==> config.mk <==
export PLATFORM = sky130hd
export DESIGN_NAME = ddr_cmd_encoder
export DESIGN_NICKNAME = d
export VERILOG_FILES = /design/src/rtl/ddr_cmd_encoder.sv
export SDC_FILE = /design/constraint.sdc
export NUM_CORES = 1
export LEC_CHECK = 0
export CORE_UTILIZATION = 35
export DETAILED_ROUTE_END_ITERATION = 8
export HOLD_SLACK_MARGIN = 0.15
export PLACE_DENSITY = 0.61
export SLEW_MARGIN = 20
export SYNTH_ARGS = -nofsm -noshare
export SYNTH_HDL_FRONTEND = slang
export SYNTH_SLANG_ARGS = --single-unit
==> constraint.sdc <==
create_clock -name CK_t -period 2.7 [get_ports CK_t]
set_input_delay 0.54 -clock CK_t [delete_from_list [all_inputs] [get_ports CK_t]]
set_output_delay 0.54 -clock CK_t [all_outputs]
set_load 0.01 [all_outputs]
==> src/rtl/ddr_cmd_encoder.sv <==
// DDR4 command encoder: request FIFO, strobe arbitration, registered C/A pins, MR capture.
// Optional macro CMD_PARITY_EN enables registered even C/A parity; otherwise par is tied 0.
module ddr_cmd_encoder #(
  parameter int LOG_ADDR_W = 40,
  parameter int BG_W       = 2,
  parameter int BA_W       = 2,
  parameter int ROW_W      = 18,
  parameter int COL_W      = 10,
  parameter int RANKS      = 1,
  parameter int QDEPTH     = 8
) (
  input  logic                      CK_t,
  input  logic                      reset_n,
  input  logic                      req_valid,
  output logic                      req_ready,
  input  logic [1:0]                req_type,
  input  logic [LOG_ADDR_W-1:0]     req_addr,
  input  logic                      act_rdy,
  input  logic                      cas_rdy,
  input  logic                      pre_rdy,
  input  logic                      prea_rdy,
  input  logic                      ref_rdy,
  input  logic                      mrs_rdy,
  input  logic                      zqcl_rdy,
  input  logic [17:0]               mode_reg,
  output logic [RANKS-1:0]          cs_n,
  output logic                      act_n,
  output logic                      ras_n_a16,
  output logic                      cas_n_a15,
  output logic                      we_n_a14,
  output logic                      a17,
  output logic                      a13,
  output logic                      a12_bc_n,
  output logic                      a11,
  output logic                      a10_ap,
  output logic [BG_W-1:0]           bg,
  output logic [BA_W-1:0]           ba,
  output logic [9:0]                a9_a0,
  output logic                      par,
  output logic [3:0]                cmd_code,
  output logic [$clog2(QDEPTH):0]   q_count,
  output logic                      head_open,
  output logic                      seq_err,
  output logic [4:0]                cl,
  output logic [4:0]                al,
  output logic [4:0]                cwl,
  output logic [4:0]                tccd,
  output logic [3:0]                bl
);

  localparam int RK_W   = (RANKS > 1) ? $clog2(RANKS) : 1;
  localparam int PTR_W  = $clog2(QDEPTH);
  localparam int RK_LSB = BG_W + BA_W + ROW_W + COL_W;

  typedef enum logic [3:0] {
    C_DES = 4'd0, C_ACT = 4'd1, C_RD = 4'd2, C_WR = 4'd3, C_RDA = 4'd4, C_WRA = 4'd5,
    C_PRE = 4'd6, C_PREA = 4'd7, C_REF = 4'd8, C_MRS = 4'd9, C_ZQCL = 4'd10
  } cmd_e;

  typedef struct packed {
    logic [RK_W-1:0]  rank;
    logic [BG_W-1:0]  bg;
    logic [BA_W-1:0]  ba;
    logic [ROW_W-1:0] row;
    logic [COL_W-1:0] col;
    logic [1:0]       typ;
  } req_t;

  // a[16:14] double as ras/cas/we when act_n=1
  typedef struct packed {
    logic [RANKS-1:0] cs_n;
    logic             act_n;
    logic [17:0]      a;
    logic [BG_W-1:0]  bg;
    logic [BA_W-1:0]  ba;
  } pins_t;

  function automatic logic [RANKS-1:0] rank_cs(input logic [RK_W-1:0] r);
    return ~(RANKS'(1) << r);
  endfunction

  // reset asserts immediately, releases on the second CK_t edge
  logic [1:0] rst_sync;
  logic       rst_n;
  always_ff @(posedge CK_t or negedge reset_n)
    if (!reset_n) rst_sync <= 2'b00;
    else          rst_sync <= {rst_sync[0], 1'b1};
  assign rst_n = rst_sync[1];

  req_t dec;
  always_comb begin
    dec      = '0;
    dec.bg   = req_addr[BG_W-1:0];
    dec.ba   = req_addr[BG_W +: BA_W];
    dec.row  = req_addr[BG_W+BA_W +: ROW_W];
    dec.col  = req_addr[BG_W+BA_W+ROW_W +: COL_W];
    dec.typ  = req_type;
    if (RANKS > 1) dec.rank = req_addr[RK_LSB +: RK_W];
  end

  req_t             mem [QDEPTH];
  logic [PTR_W-1:0] wr_ptr, rd_ptr;
  logic [PTR_W:0]   count;
  logic             push, pop, empty, open_q, open_set;
  req_t             head;

  assign req_ready = (count < (PTR_W+1)'(QDEPTH));
  assign push      = req_valid && req_ready;
  assign empty     = (count == '0);
  assign head      = mem[rd_ptr];

  always_ff @(posedge CK_t)
    if (push) mem[wr_ptr] <= dec;

  always_ff @(posedge CK_t or negedge rst_n)
    if (!rst_n) begin
      wr_ptr <= '0;
      rd_ptr <= '0;
      count  <= '0;
      open_q <= 1'b0;
    end else begin
      if (push) wr_ptr <= wr_ptr + PTR_W'(1);
      if (pop)  rd_ptr <= rd_ptr + PTR_W'(1);
      count <= count + {{PTR_W{1'b0}}, push} - {{PTR_W{1'b0}}, pop};
      if (pop)           open_q <= 1'b0;
      else if (open_set) open_q <= 1'b1;
    end

  cmd_e  cmd;
  pins_t p;
  logic  err, par_nxt;

  always_comb begin
    cmd      = C_DES;
    err      = 1'b0;
    pop      = 1'b0;
    open_set = 1'b0;
    p        = '1;
    if (mrs_rdy) begin
      cmd      = C_MRS;
      p.cs_n   = '0;
      p.a      = {4'b0000, mode_reg[13:0]};
      p.bg     = '0;
      p.bg[0]  = mode_reg[17];
      p.ba     = BA_W'(mode_reg[16:15]);
    end else if (ref_rdy) begin
      cmd        = C_REF;
      p.cs_n     = '0;
      p.a[16:14] = 3'b001;
    end else if (zqcl_rdy) begin
      cmd        = C_ZQCL;
      p.cs_n     = '0;
      p.a[16:14] = 3'b110;
      p.a[10]    = 1'b1;
    end else if (prea_rdy) begin
      cmd        = C_PREA;
      p.cs_n     = '0;
      p.a[16:14] = 3'b010;
      p.a[10]    = 1'b1;
    end else if (pre_rdy) begin
      cmd        = C_PRE;
      p.a[16:14] = 3'b010;
      p.a[10]    = 1'b0;
      if (empty) p.cs_n = rank_cs('0);
      else begin
        p.cs_n = rank_cs(head.rank);
        p.bg   = head.bg;
        p.ba   = head.ba;
      end
    end else if (cas_rdy) begin
      if (empty || !open_q) err = 1'b1;
      else begin
        cmd        = cmd_e'(4'd2 + {2'b00, head.typ});
        pop        = 1'b1;
        p.cs_n     = rank_cs(head.rank);
        p.bg       = head.bg;
        p.ba       = head.ba;
        p.a[16:14] = {2'b10, ~head.typ[0]};
        p.a[10]    = head.typ[1];
        p.a[9:0]   = 10'(head.col);
      end
    end else if (act_rdy) begin
      if (empty || open_q) err = 1'b1;
      else begin
        cmd      = C_ACT;
        open_set = 1'b1;
        p.cs_n   = rank_cs(head.rank);
        p.act_n  = 1'b0;
        p.a      = 18'(head.row);
        p.bg     = head.bg;
        p.ba     = head.ba;
      end
    end
`ifdef CMD_PARITY_EN
    par_nxt = (cmd == C_DES) ? 1'b0 : ^{p.act_n, p.a, p.bg, p.ba};
`else
    par_nxt = 1'b0;
`endif
  end

  pins_t pins_q;
  cmd_e  cmd_q;
  logic  err_q, par_q;

  always_ff @(posedge CK_t or negedge rst_n)
    if (!rst_n) begin
      pins_q <= '1;
      cmd_q  <= C_DES;
      err_q  <= 1'b0;
      par_q  <= 1'b0;
    end else begin
      pins_q <= p;
      cmd_q  <= cmd;
      err_q  <= err;
      par_q  <= par_nxt;
    end

  // MR payload is latched with the MRS pins and decoded one cycle later
  logic        mrs_vld;
  logic [17:0] mrs_val;

  always_ff @(posedge CK_t or negedge rst_n)
    if (!rst_n) begin
      mrs_vld <= 1'b0;
      mrs_val <= '0;
      cl      <= 5'd9;
      bl      <= 4'd8;
      al      <= 5'd0;
      cwl     <= 5'd9;
      tccd    <= 5'd4;
    end else begin
      mrs_vld <= (cmd == C_MRS);
      if (cmd == C_MRS) mrs_val <= mode_reg;
      if (mrs_vld) begin
        case (mrs_val[17:15])
          3'd0: begin
            cl <= (mrs_val[6:3] < 4'd4) ? 5'd9 + 5'(mrs_val[6:3]) : 5'd9;
            bl <= (mrs_val[1:0] == 2'b10) ? 4'd4 : 4'd8;
          end
          3'd1: al   <= (mrs_val[4:3] == 2'd1 || mrs_val[4:3] == 2'd2) ?
                        cl - 5'(mrs_val[4:3]) : 5'd0;
          3'd2: cwl  <= (mrs_val[5:3] == 3'd0 || mrs_val[5:3] == 3'd2) ?
                        5'd9 + 5'(mrs_val[5:3]) : 5'd9;
          3'd6: tccd <= 5'd4 + 5'(mrs_val[12:10]);
          default: ;
        endcase
      end
    end

  assign cs_n      = pins_q.cs_n;
  assign act_n     = pins_q.act_n;
  assign a17       = pins_q.a[17];
  assign ras_n_a16 = pins_q.a[16];
  assign cas_n_a15 = pins_q.a[15];
  assign we_n_a14  = pins_q.a[14];
  assign a13       = pins_q.a[13];
  assign a12_bc_n  = pins_q.a[12];
  assign a11       = pins_q.a[11];
  assign a10_ap    = pins_q.a[10];
  assign a9_a0     = pins_q.a[9:0];
  assign bg        = pins_q.bg;
  assign ba        = pins_q.ba;
  assign par       = par_q;
  assign cmd_code  = cmd_q;
  assign seq_err   = err_q;
  assign q_count   = count;
  assign head_open = open_q;

  logic unused_ok;
  assign unused_ok = ^{req_addr, mode_reg, mrs_val};

endmodule

[After elaboration in Yosys (flattened, before gate mapping)]
Memory sizes are Yosys's and may differ from the RTL's.
Cells that the tools add are included.
Word-level totals
  register bits: 85
  word-level logic and storage cells: 135
  bits in writable memories: 272
  memories: 1
  latch bits: 0
  bits in read-only memories: 0
Operators by class
  multiplexer cells: 79
  add/subtract/negate cells: 9
  equality and inequality tests: 8
  magnitude comparators: 2
  divide/modulo/power cells: 0
  reduce and logical (&&, ||, !) cells: 14
  multipliers: 0
  bitwise operators: 2
  shifts and indexed selects: 1
Memories
  mem: words 8, width 34, read ports 1, clocked after memory_dff 0, write ports 1, line 101  | req_t mem [QDEPTH];
Operator list (number)
  $mux W24: 2
  $mux W1: 42
  $mux W4: 9
  $mux W15: 2
  $mux W3: 10
  $mux W14: 2
  $mux W22: 1
  $mux W18: 1
  $mux W5: 3
  $mux W2: 6
  $mux W10: 1
  $reduce_and A2 Y1: 4
  $add A3 B1 Y3 const B: 2
  $eq A3 B2 Y1 const B: 2
  $logic_not A3 Y1: 2
  $add A4 B3 Y5 const A: 1
  $add A4 B4 Y5 const A: 1
  $sub A5 B2 Y5: 1
  $add A3 B3 Y4 const A: 1
  $add A4 B1 Y4: 1
  $eq A2 B2 Y1 const B: 2
  $eq A4 B4 Y1 const B: 1
  $logic_not A4 Y1: 1
  $logic_or A1 B1 Y1: 4
  other kinds (12): 13

[Depth between registers and ports, before layout]
Gate-level depths: netlist of the first run.
  depth after elaboration: 12
  gate-level depth with buffers: 12

[Worst setup path after synthesis of the first run]
No wires, ideal clock.
  path type: input to register
  from: input req_valid
  to: memory mem[1][0] (netlist name) (enable)
  path buffers: 0
  stages: 3
  slack: -1131 ps
  arrival time: 3364 ps
  path through: nor2b_1 -> nand2_1 -> nor3_1
On the way
  word-level cells in the longest chain between the ends: 3
Ends and longest elaborated chain
  start: declaration: line 14  | input logic req_valid,
  $logic_and A1 B1 Y1: line 108  | assign push = req_valid && req_ready;
  $mux W1: line 113  | if (push) mem[wr_ptr] <= dec;
  $mux W1 (implied by the code): line 113
  end: declaration: line 101
No other way between the ends.

[Final worst setup path of the first run]
  from: register count[3] (netlist: q_count[3])
  to: register count[2] (netlist: q_count[2])
On the way
  word-level cells in the longest chain between the ends: 10
  elaborated cells on any way between the ends: 13
  those cells by class: add/sub: 2; order compare: 1; mux: 7; reduce/logical: 3
Ends and longest elaborated chain
  start: declaration: line 103  | logic [PTR_W:0] count;
  start signal: assignment: line 124  | count <= count + {{PTR_W{1'b0}}, push} - {{PTR_W{1'b0}}, pop};
  $logic_not A4 Y1: line 109  | assign empty = (count == '0);
  $logic_or A1 B1 Y1: line 171  | if (empty || !open_q) err = 1'b1;
  $mux W1: line 171
  $mux W1: line 170  | end else if (cas_rdy) begin
  $mux W1: line 160  | end else if (pre_rdy) begin
  $mux W1: line 155  | end else if (prea_rdy) begin
  $mux W1: line 150  | end else if (zqcl_rdy) begin
  $mux W1: line 146  | end else if (ref_rdy) begin
  $mux W1: line 139  | if (mrs_rdy) begin
  via pop: line 104  | logic push, pop, empty, open_q, open_set;
  $sub A4 B1 Y4: line 124
The timed path passes the listed nets, and every way through them passes these cells.
A chain may end at the register's enable or synchronous reset.

==> impl_metrics.json, run 1 <==
{
  "ios": 130,
  "cts_setup_buffers": 0,
  "peakVddDrop_uv": 448.4,
  "postRouteWirelength_um": 28600,
  "yosysSeqAreaShare_pct": 74.87,
  "yosysTopAreaCellShare_pct": 60.50,
  "ys_warn_count": 0,
  "path_max_fanout": 4,
  "synth_cell_type_count": 49,
  "hold_violations": 0,
  "start_util_pct": 35.67,
  "clock-sinks": 348,
  "postSynthCellCount": 684,
  "end_kind": "flop",
  "finalCritPeriodShare_pct": 93.99,
  "dpl.hpwl_um": 17670,
  "yosysTopAreaCell": "edfxtp_1",
  "synth-async-reset-ratio_pct": 21.84,
  "crit_top_cell": "ha_1",
  "finalSetupViolations": 0,
  "core_area_sq_um": 37840,
  "clock_latency_ns": 0.52,
  "yosys.area_share.adder_pct": 1.316,
  "antenna_found_initial": 5,
  "hold_path_class": "in -> async",
  "synth_top_family_by_area": "multiplexers",
  "die_h_um": 198.4,
  "max_freq_ghz": 0.3941,
  "synth-simple-area-share_pct": 2.919,
  "synth.area.mux_share_pct": 15.08,
  "via_per_inst": 4.874,
  "drt-initial-drc-count": 377,
  "overflow": 0,
  "portBuffers": 116,
  "die-area_sq_um": 39360,
  "netlist_area_sq_um": 13500,
  "maxSlewHeadroom_pct": 56.50,
  "synthFlopType": "edfxtp_1",
  "clkTransAtPathRegs_ns": 0.06,
  "wl_per_cell_um": 20.60,
  "area_growth_pct": 24.31,
  "startpoint_type": "flop",
  "synth_edf_count": 272,
  "synth.area.top_cells": "edfxtp_1, mux4_2, dfrtp_1, dfstp_2, mux2_2",
  "synthXorXnorAreaFrac_pct": 0.5839,
  "crit_slowest_cell": "or3b_2",
  "numCtsBuffers": 37,
  "grt_first_pass_wirelength_um": 42950,
  "rsz0062_at_grt": "false",
  "required_ns": 3.10,
  "drive_gt1_share_pct": 25.60,
  "cts_resized": 0,
  "cts_tree": "done",
  "synth_compound_area_share_pct": 3.086,
  "max_stage_delay_ns": 0.51,
  "reg2reg_setup_slack_ns": 0.16,
  "cts_root_buffer": "clkbuf_16",
  "powerDensity_nw_per_um2": 806.6,
  "dp_worst_setup_slack_ns": 0.04970,
  "final_max_slew_viol_count": 0,
  "dr.pass1.iters": 5,
  "grt_pass1_vias": 6931,
  "chipWidth_um": 198.4,
  "routed-via-count": 6765,
  "ys_seq_elements": 348,
  "period_needed_ns": 2.538,
  "postSynthAreaPerCell_sq_um": 19.74,
  "skew_ns": 0.01434,
  "layout.nets": 929,
  "drc_errors": 0,
  "cts_hold_buf": 0,
  "fill_cells": 3288,
  "place_congestion": 0.7692,
  "crit_chain": "inv_2, ha_1, or3b_2, nand4b_1, inv_1, ha_1, inv_1, ha_1, fa_1, xor2_1",
  "htree_levels": 2,
  "track_usage_pct": 14.82,
  "seq_area_sq_um": 10120,
  "final_core_util_pct": 44.35,
  "status": "finished, final reports clean",
  "drv_cap": 0,
  "clockBufferDepth": 3,
  "critPathArrivalTime_ns": 2.94,
  "power_leakage_nw": 5.580,
  "rows": 71,
  "grt_max_degree": 35,
  "multi_input_area_sq_um": 3189,
  "antenna_left": 0,
  "path_class": "reg -> reg",
  "setup_slack_ns": 0.1623,
  "worst_slew_pin_slew_ns": 0.6512
}
-- report_power, final --
part / internal (mW) / total [mW] / switching (mW) / leakage (nW)
combinational: 1.02 / 2.04 / 1.02 / 1.67
clock: 2.78 / 4.80 / 2.02 / 0.573
sequential: 6.42 / 6.69 / 0.267 / 3.34
total: 10.2 / 13.5 / 3.31 / 5.58
-- worst max-delay path: cells and delay by family, from the launching register on --
kind | cells | cell delay (ns)
buffers and inverters | 3 | 0.17
DFF | 1 | 0.41
and+or+nand+nor | 2 | 0.68
xor gates and xnor gates | 1 | 0.16
adders and majority gates | 4 | 1.01
-- stage by stage --
| step | cell area (sq um) | power (mW) | hold slack, ns | TNS (ns) | cells |
|---|---|---|---|---|---|
| after floorplan | 13530 | 7.886 | 0.2444 | -50.47 | 687 |
| after global placement | 15620 | 8.847 | 0.3267 | 0 | 1318 |
| after detailed placement | 15620 | 8.892 | 0.3355 | 0 | 1318 |
| after CTS | 16780 | 13.71 | 0.1635 | 0 | 1386 |
| after global routing | 16780 | 14.13 | 0.1646 | 0 | 1386 |
| final | 16780 | 13.54 | 0.1840 | 0 | 1388 |
-- metal layers --
metal / global-route usage [%] / vias up / routed length (um)
met1: 20.33 / 3511 / 13020
met2: 23.87 / 163 / 13520
met5: 0 / - / 32
met3: 3.510 / 40 / 1555
met4: 3.503 / 6 / 466
li1: - / 3045 / -
-- cell usage after synthesis (5+ instances only) --
library cell / instances
a211oi_1: 7
a21oi_1: 10
buf_2: 10
buf_4: 9
clkbuf_1: 7
dfrtp_1: 46
dfstp_2: 30
edfxtp_1: 272
ha_1: 11
inv_1: 23
mux2_2: 25
mux2i_1: 20
mux4_1: 6
mux4_2: 62
nand2_1: 22
nand2b_1: 5
nand3_1: 6
nor2_1: 20
nor2b_1: 9
nor3_1: 8
o21ai_0: 14
o22ai_1: 7
xnor2_1: 5
-- area by class of cell --
type                    instances  area share [%]
flip-flops and latches        348           60.28
multi-input cells             283           19.00
repair buffers                153           9.468
clock buffers                  46           5.838
well taps                     511           3.810
clock inverters                22           1.051
inverters                      23          0.5144
diodes                          2         0.02982
-- registers in the layout, summed over array words and instances (netlist names), 2 cells and up --
register  flops
cwl           5
mem         272
cmd_code      4
ba            2
rst_sync      2
cl            5
a9_a0        10
bg            2
bl            2
mrs_val      12
q_count       4
al            5
tccd          4
rd_ptr        3
wr_ptr        3
-- final timing paths --
check | startpoint | to | cells after the start
max | q_count[3] | q_count[2] | 10
min | reset_n | rst_sync[1] | 1
max reg2reg | q_count[3] | q_count[2] | 10
min reg2reg | rst_sync[1] | mrs_val[6] | 0
max in group asynchronous | rst_sync[1] | a9_a0[6] | 1
min in group CK_t | rst_sync[0] | rst_sync[1] | 0
-- cells in the final DEF, fill, tap and decap left out, drive strengths merged, types with 3 or more instances in the layout --
master         instances
a211oi                 7
nand2                 22
mux4                  68
clkdlybuf4s50        116
conb                   5
a21oi                 10
clkinv                19
clkbuf                46
a221oi                 5
nand2b                 5
xnor2                  5
mux2i                 20
dfrtp                 46
edfxtp               272
o22ai                  7
xor2                   4
nor3                   8
inv                   24
a2bb2oi                3
dfstp                 30
nand3                  6
buf                   37
a31oi                  4
nor2b                  9
o31ai                  3
o21ai                 16
ha                    11
mux2                  25
nor2                  20
-- kinds of logic (layout without fill, tap and decap cells) --
kind of cell | after synthesis | in the layout
flops | 348 | 348
mux | 113 | 113
simple gates | 81 | 81
compound gates | 62 | 62
buf+inv | 56 | 244
fa+ha+maj | 13 | 13
xor+xnor | 9 | 9
other cells | 2 | 7
No activity file was read; power rests on OpenSTA's default activity.
==> run 2, diff against run 1 <==
--- a/config.mk
+++ b/config.mk
@@ -5,10 +5,11 @@
 export SDC_FILE = /design/constraint.sdc
 export NUM_CORES = 1
 export LEC_CHECK = 0
+export ABC_AREA = 1
 export CORE_UTILIZATION = 35
 export DETAILED_ROUTE_END_ITERATION = 8
 export HOLD_SLACK_MARGIN = 0.15
-export PLACE_DENSITY = 0.61
+export PLACE_DENSITY = 0.63
 export SLEW_MARGIN = 20
 export SYNTH_ARGS = -nofsm -noshare
 export SYNTH_HDL_FRONTEND = slang
==> constraint.sdc (replaced) <==
create_clock -name CK_t -period 2.3 [get_ports CK_t]
set_input_delay 0.46 -clock CK_t [delete_from_list [all_inputs] [get_ports CK_t]]
set_output_delay 0.46 -clock CK_t [all_outputs]
set_load 0.01 [all_outputs]
==> run 2 against run 1 <==
Effect of this change: combinational power increased by 150%; maximum frequency up 20%; final cell count increased by 36%; count of clock-buffer cells in the layout up 2; critical path type unchanged.
==> impl_metrics.json, run 2 <==
{
  "final.setup.tns_ns": 0,
  "clkTransAtPathRegs_ns": 0.06,
  "cts_setup_buffers": 0,
  "power_leakage_nw": 6.606,
  "portBuffers": 116,
  "netlist_area_sq_um": 13920,
  "area_growth_pct": 25.66,
  "status": "finished, final reports clean",
  "synth_top_family_by_area": "simple AND/OR/NAND/NOR gates",
  "die_h_um": 201.4,
  "finalCritPeriodShare_pct": 91.95,
  "start_util_pct": 35.76,
  "skew_ns": 0.02132,
  "routed-via-count": 9263,
  "dr.pass1.iters": 5,
  "r2r_end": "q_count[2]",
  "layout.nets": 1420,
  "p_int_mw": 13.30,
  "pwr-share-clk_pct": 32.6,
  "synthFlopType": "edfxtp_1",
  "end_kind": "flop",
  "max_freq_ghz": 0.4728,
  "chipWidth_um": 201.4,
  "peakVddDrop_uv": 707.3,
  "final_cell_mix": "nand2_1, edfxtp_1, nand3_1, clkdlybuf4s50_1, inv_1",
  "core_area_sq_um": 38920,
  "finalSetupViolations": 0,
  "drt-initial-drc-count": 614,
  "yosysTopAreaCell": "edfxtp_1",
  "clock-sinks": 348,
  "final_core_util_pct": 44.93,
  "yosysTopAreaCellShare_pct": 58.69,
  "reg2reg_setup_slack_ns": 0.19,
  "critPathArrivalTime_ns": 2.52,
  "ys_warn_count": 0,
  "htree_levels": 2,
  "postSynthCellCount": 1187,
  "period_needed_ns": 2.115,
  "synth_cell_type_count": 30,
  "hold_path_class": "reg -> async",
  "clock_latency_ns": 0.52,
  "synth-simple-area-share_pct": 19.12,
  "postRouteWirelength_um": 33340,
  "synth.area.mux_share_pct": 0,
  "die-area_sq_um": 40560,
  "required_ns": 2.70,
  "drc_errors": 0,
  "yosysSeqAreaShare_pct": 72.63,
  "synth_most_common_cell": "nand2_1",
  "numCtsBuffers": 38,
  "switching_share_pct": 30.79,
  "busiest_layer": "met2",
  "ios": 130,
  "overflow": 0,
  "yosys.area_share.adder_pct": 1.277,
  "regToRegStartpoint": "q_count[3]",
  "ys_seq_elements": 348,
  "wl_per_cell_um": 17.69,
  "grt_max_degree": 98,
  "final_max_slew_viol_count": 0,
  "drv_cap": 0,
  "rr_worst_depth": 10,
  "switchingPower_mw": 5.915,
  "rows": 72,
  "synth_edf_count": 272,
  "place_congestion": 0.7746,
  "powerDensity_nw_per_um2": 1099,
  "antenna_found_initial": 3,
  "grt_first_pass_wirelength_um": 52430,
  "cts_root_buffer": "clkbuf_16",
  "dp_worst_setup_slack_ns": -0.2615,
  "hold_violations": 0,
  "p_seq_share_pct": 41.0,
  "setup_slack_ns": 0.1851,
  "synth.area.top_cells": "edfxtp_1, nand2_1, dfrtp_1, nand3_1, dfstp_2",
  "drive_gt1_share_pct": 11.64,
  "placed_area_sq_um": 16170,
  "worst_slew_pin_slew_ns": 0.8582,
  "final_common_cell": "nand2_1",
  "grt_pass1_vias": 9140,
  "maxSlewHeadroom_pct": 42.72,
  "largest_reg_flops": 272,
  "via_per_inst": 4.914,
  "track_usage_pct": 16.71,
  "synth_compound_area_share_pct": 2.527,
  "regMostFlops": "mem",
  "met1_usage_pct": 23.09,
  "synthXorXnorAreaFrac_pct": 0.5035,
  "rsz0062_at_grt": "false",
  "p_comb_share_pct": 26.4,
  "use_met3_pct": 3.466,
  "path_max_fanout": 3,
  "cts_tree": "done",
  "clockBufferDepth": 3,
  "path_class": "reg -> reg",
  "dpl.hpwl_um": 20640,
  "p_total_mw": 19.21,
  "fill_cells": 3505,
  "grt_use_met2_pct": 26.75,
  "synth-async-reset-ratio_pct": 21.84,
  "startpoint_type": "flop",
  "synth_common_cells": "nand2_1, edfxtp_1, nand3_1",
  "postSynthAreaPerCell_sq_um": 11.72,
  "final_area_sq_um": 17490,
  "antenna_left": 0
}
-- run 2: cell count changes in the layout (fill, tap and decap cells not counted), moves of 14 or more --
cell | previous run | this run
nand2_1 | 22 | 338
nor2_1 | 14 | 35
mux2i_1 | 20 | 0
mux2_2 | 25 | 0
mux4_2 | 62 | 0
nand3_1 | 6 | 228
inv_1 | 22 | 61
a21oi_1 | 10 | 24
-- run 2: layout make-up --
class,count,area (sq um),area share (%)
clock buffers,48,1052,6.017
multi-input cells,715,3343,19.12
well taps,518,648.1,3.706
repair buffers,170,1832,10.48
diodes,1,2.502,0.01431
clock inverters,21,251.5,1.438
inverters,64,241.5,1.381
flip-flops and latches,348,10120,57.85
-- run 2: what timing repair did --
item | CTS | global route
endpoints found under the hold margin | 2 | 0
hold buffers | 1 | 0
gates resized for setup | 0 | 1
setup endpoints to repair | 0 | 1
-- run 2: cells by family (layout without fill, tap and decap cells) --
family / after synthesis / after routing
compound gates: 66 / 66
xor+xnor: 8 / 8
fa+ha+maj: 13 / 13
buf+inv: 127 / 303
flops: 348 / 348
other cells: 2 / 6
simple gates: 623 / 623
-- run 2: worst max-delay path, cell delays in order, from the launching register on --
cell and delay [ns]:
dfrtp_1 0.38, inv_1 0.10, ha_1 0.20, nand2_1 0.10, nand3_2 0.11, nor2_4 0.05, ha_1 0.26, inv_1 0.03
ha_1 0.20, fa_1 0.41, xor2_1 0.17
-- run 2: how the worst max path moves through the flow --
stage	start	endpoint	slack [ns]	depth (start not counted)
after floorplan	q_count[3]	mem[0][0]	-0.54	4
after global placement	pre_rdy	q_count[2]	-0.24	11
after detailed placement	pre_rdy	q_count[2]	-0.26	11
after CTS	q_count[3]	q_count[2]	0.12	10
after global routing	q_count[2]	q_count[2]	0.006	10
final	q_count[3]	q_count[2]	0.19	10
-- run 2: metal layers --
| metal | up-vias | wire length [um] |
|---|---|---|
| met5 | - | 41 |
| met4 | 6 | 594 |
| met3 | 53 | 2195 |
| met2 | 287 | 15500 |
| met1 | 4528 | 15010 |
| li1 | 4389 | - |
-- run 2: power by group through the flow --
stage	Sequential (mW)	Combinational, mW	Clock [mW]
after CTS	7.88	5.15	6.38
after global routing	7.95	5.68	6.65
after detailed placement	8.00	5.13	0
after floorplan	7.97	3.07	0
final	7.87	5.08	6.26
after global placement	7.98	5.02	0
-- run 2: stage by stage --
step	hold slack (ns)	cells
after global placement	0.2923	1814
after floorplan	0.1644	1190
after CTS	0.3031	1884
after detailed placement	0.2967	1814
final	0.2836	1885
after global routing	0.3280	1884
==> run 3, diff against run 2 <==
==> constraint.sdc (replaced) <==
create_clock -name CK_t -period 2.3 [get_ports CK_t]
set_input_delay 0.345 -clock CK_t [delete_from_list [all_inputs] [get_ports CK_t]]
set_output_delay 0.345 -clock CK_t [all_outputs]
set_load 0.01 [all_outputs]
==> run 3 against run 2 <==
Effect of this change: maximum frequency is 0.38% lower; highest routed layer unchanged; hold slack better by 0.0045 ns; cell area is 1.8% lower; critical path depth unchanged.
==> impl_metrics.json, run 3 (synthesis results as in run 2) <==
{
  "largest_reg_flops": 272,
  "power_leakage_nw": 6.464,
  "track_usage_pct": 16.87,
  "clkTransAtPathRegs_ns": 0.06,
  "antenna_left": 0,
  "worst_slew_pin_slew_ns": 0.9071,
  "startpoint_type": "flop",
  "core_area_sq_um": 38920,
  "wl_per_cell_um": 17.94,
  "layout.nets": 1411,
  "dpl.cell_count": 1806,
  "reg2reg_setup_slack_ns": 0.18,
  "clock_latency_ns": 0.51,
  "required_ns": 2.69,
  "regMostFlops": "mem",
  "crit_top_cell": "ha_1",
  "dpl.hpwl_um": 20490,
  "grt_max_degree": 91,
  "final_area_sq_um": 17180,
  "dr.pass1.iters": 7,
  "clockBufferDepth": 3,
  "cts_root_buffer": "clkbuf_16",
  "via_per_inst": 4.904,
  "final_max_slew_viol_count": 0,
  "portBuffers": 116,
  "skew_ns": 0.01158,
  "ios": 130,
  "area_growth_pct": 23.45,
  "cts_tree": "done",
  "overflow": 0,
  "routed-via-count": 9190,
  "chipWidth_um": 201.4,
  "finalCritPeriodShare_pct": 92.30,
  "grt_pass1_vias": 9195,
  "drt-initial-drc-count": 605,
  "regToRegStartpoint": "q_count[3]",
  "postRouteWirelength_um": 33630,
  "num_antenna_cells": 0,
  "grt_first_pass_wirelength_um": 53340,
  "die-area_sq_um": 40560,
  "numCtsBuffers": 37,
  "finalSetupViolations": 0,
  "hold_path_class": "reg -> async",
  "hold_violations": 0,
  "die_h_um": 201.4,
  "max_stage_delay_ns": 0.40,
  "path_class": "reg -> reg",
  "antenna_found_initial": 4,
  "crit_chain": "inv_1, ha_1, nand2_1, nand3_1, nor2_4, ha_1, inv_1, ha_1, fa_1, xor2_1",
  "placed_area_sq_um": 16060,
  "period_needed_ns": 2.123,
  "rows": 72,
  "peakVddDrop_uv": 516.6,
  "r2r_end": "q_count[2]",
  "stdcell_count": 1874,
  "crit_slowest_cell": "fa_1",
  "cts_hold_buf": 1,
  "critPathArrivalTime_ns": 2.51,
  "drive_gt1_share_pct": 10.62,
  "rr_worst_depth": 10,
  "drv_cap": 0,
  "status": "finished, final reports clean",
  "final_common_cell": "nand2_1",
  "max_freq_ghz": 0.4711,
  "rsz0062_at_grt": "false",
  "path_max_fanout": 3,
  "crit_buf_inv": 2,
  "maxSlewHeadroom_pct": 39.46,
  "powerDensity_nw_per_um2": 1070,
  "end_kind": "flop",
  "cts_resized": 0,
  "final_cell_mix": "nand2_1, edfxtp_1, nand3_1, clkdlybuf4s50_1, inv_1",
  "drc_errors": 0,
  "place_congestion": 0.7897,
  "start_util_pct": 35.76,
  "path_delay_family": "adder cells",
  "htree_levels": 2,
  "clock-sinks": 348,
  "cts_setup_buffers": 0
}
-- run 3: changes by cell type in the layout (fill, tap and decap cells not counted), moves of 2 or more --
cell,before,now
clkbuf_16,41,39
buf_12,21,17
clkinv_1,9,7
buf_4,32,28
bufinv_16,6,0
clkbuf_1,7,13
clkinv_2,5,7
clkbuf_8,0,2
-- run 3: report_power, final --
group | switching [mW] | internal, mW
Sequential | 0.244 | 7.56
Clock | 2.31 | 3.17
Combinational | 3.34 | 1.77
Total | 5.89 | 12.5
-- run 3: worst max path at each step --
stage | end | from | slack [ns] | cells past startpoint
floorplan | mem[0][0] | q_count[3] | -0.54 | 4
global placement | q_count[2] | pre_rdy | -0.12 | 11
detailed placement | q_count[2] | pre_rdy | -0.12 | 11
CTS | q_count[2] | q_count[3] | 0.17 | 10
global route | q_count[2] | q_count[3] | 0.03 | 10
finish | q_count[2] | q_count[3] | 0.18 | 10
-- run 3: metrics by stage --
| stage | hold slack (ns) | setup WS (ns) | utilization [%] | power [mW] | TNS (ns) |
|---|---|---|---|---|---|
| 3_3_place_gp | 0.2893 | -0.1172 | 41.26 | 12.94 | -0.1915 |
| 2_1_floorplan | 0.04941 | -0.5360 | - | 11.04 | -72.89 |
| 6_report | 0.2881 | 0.1771 | 44.14 | 18.39 | 0 |
| 5_1_grt | 0.3219 | 0.02557 | 44.14 | 19.38 | 0 |
| 3_5_place_dp | 0.2987 | -0.1205 | 41.26 | 13.06 | -0.2094 |
| 4_1_cts | 0.3019 | 0.1725 | 44.14 | 18.54 | 0 |
-- run 3: cell type report --
type                            count  area [sq um]
Tap cell                          518         648.1
Fill cell                        3545         21740
Timing Repair Buffer              162          1722
Inverter                           64         241.5
Sequential cell                   348         10120
Clock inverter                     13         61.31
Clock buffer                       54          1052
Multi-Input combinational cell    715          3338
-- run 3: metal layers --
| layer | up-vias | share of wire [%] | GRT usage (%) |
|---|---|---|---|
| met4 | 8 | 2.0 | 4.302 |
| met2 | 314 | 47 | 27.40 |
| met1 | 4440 | 43 | 23.14 |
| met3 | 61 | 7.3 | 3.369 |
| li1 | 4367 | - | - |
| met5 | - | 0.14 | 0 |
-- run 3: worst reg2reg max path: cells and delay by family (launching register included) --
family,cells,cell delay (ns)
buffers and inverters,2,0.14
flip-flops,1,0.37
XOR/XNOR,1,0.17
adder cells (fa/ha/maj),4,1.05
AND/OR/NAND/NOR,3,0.27
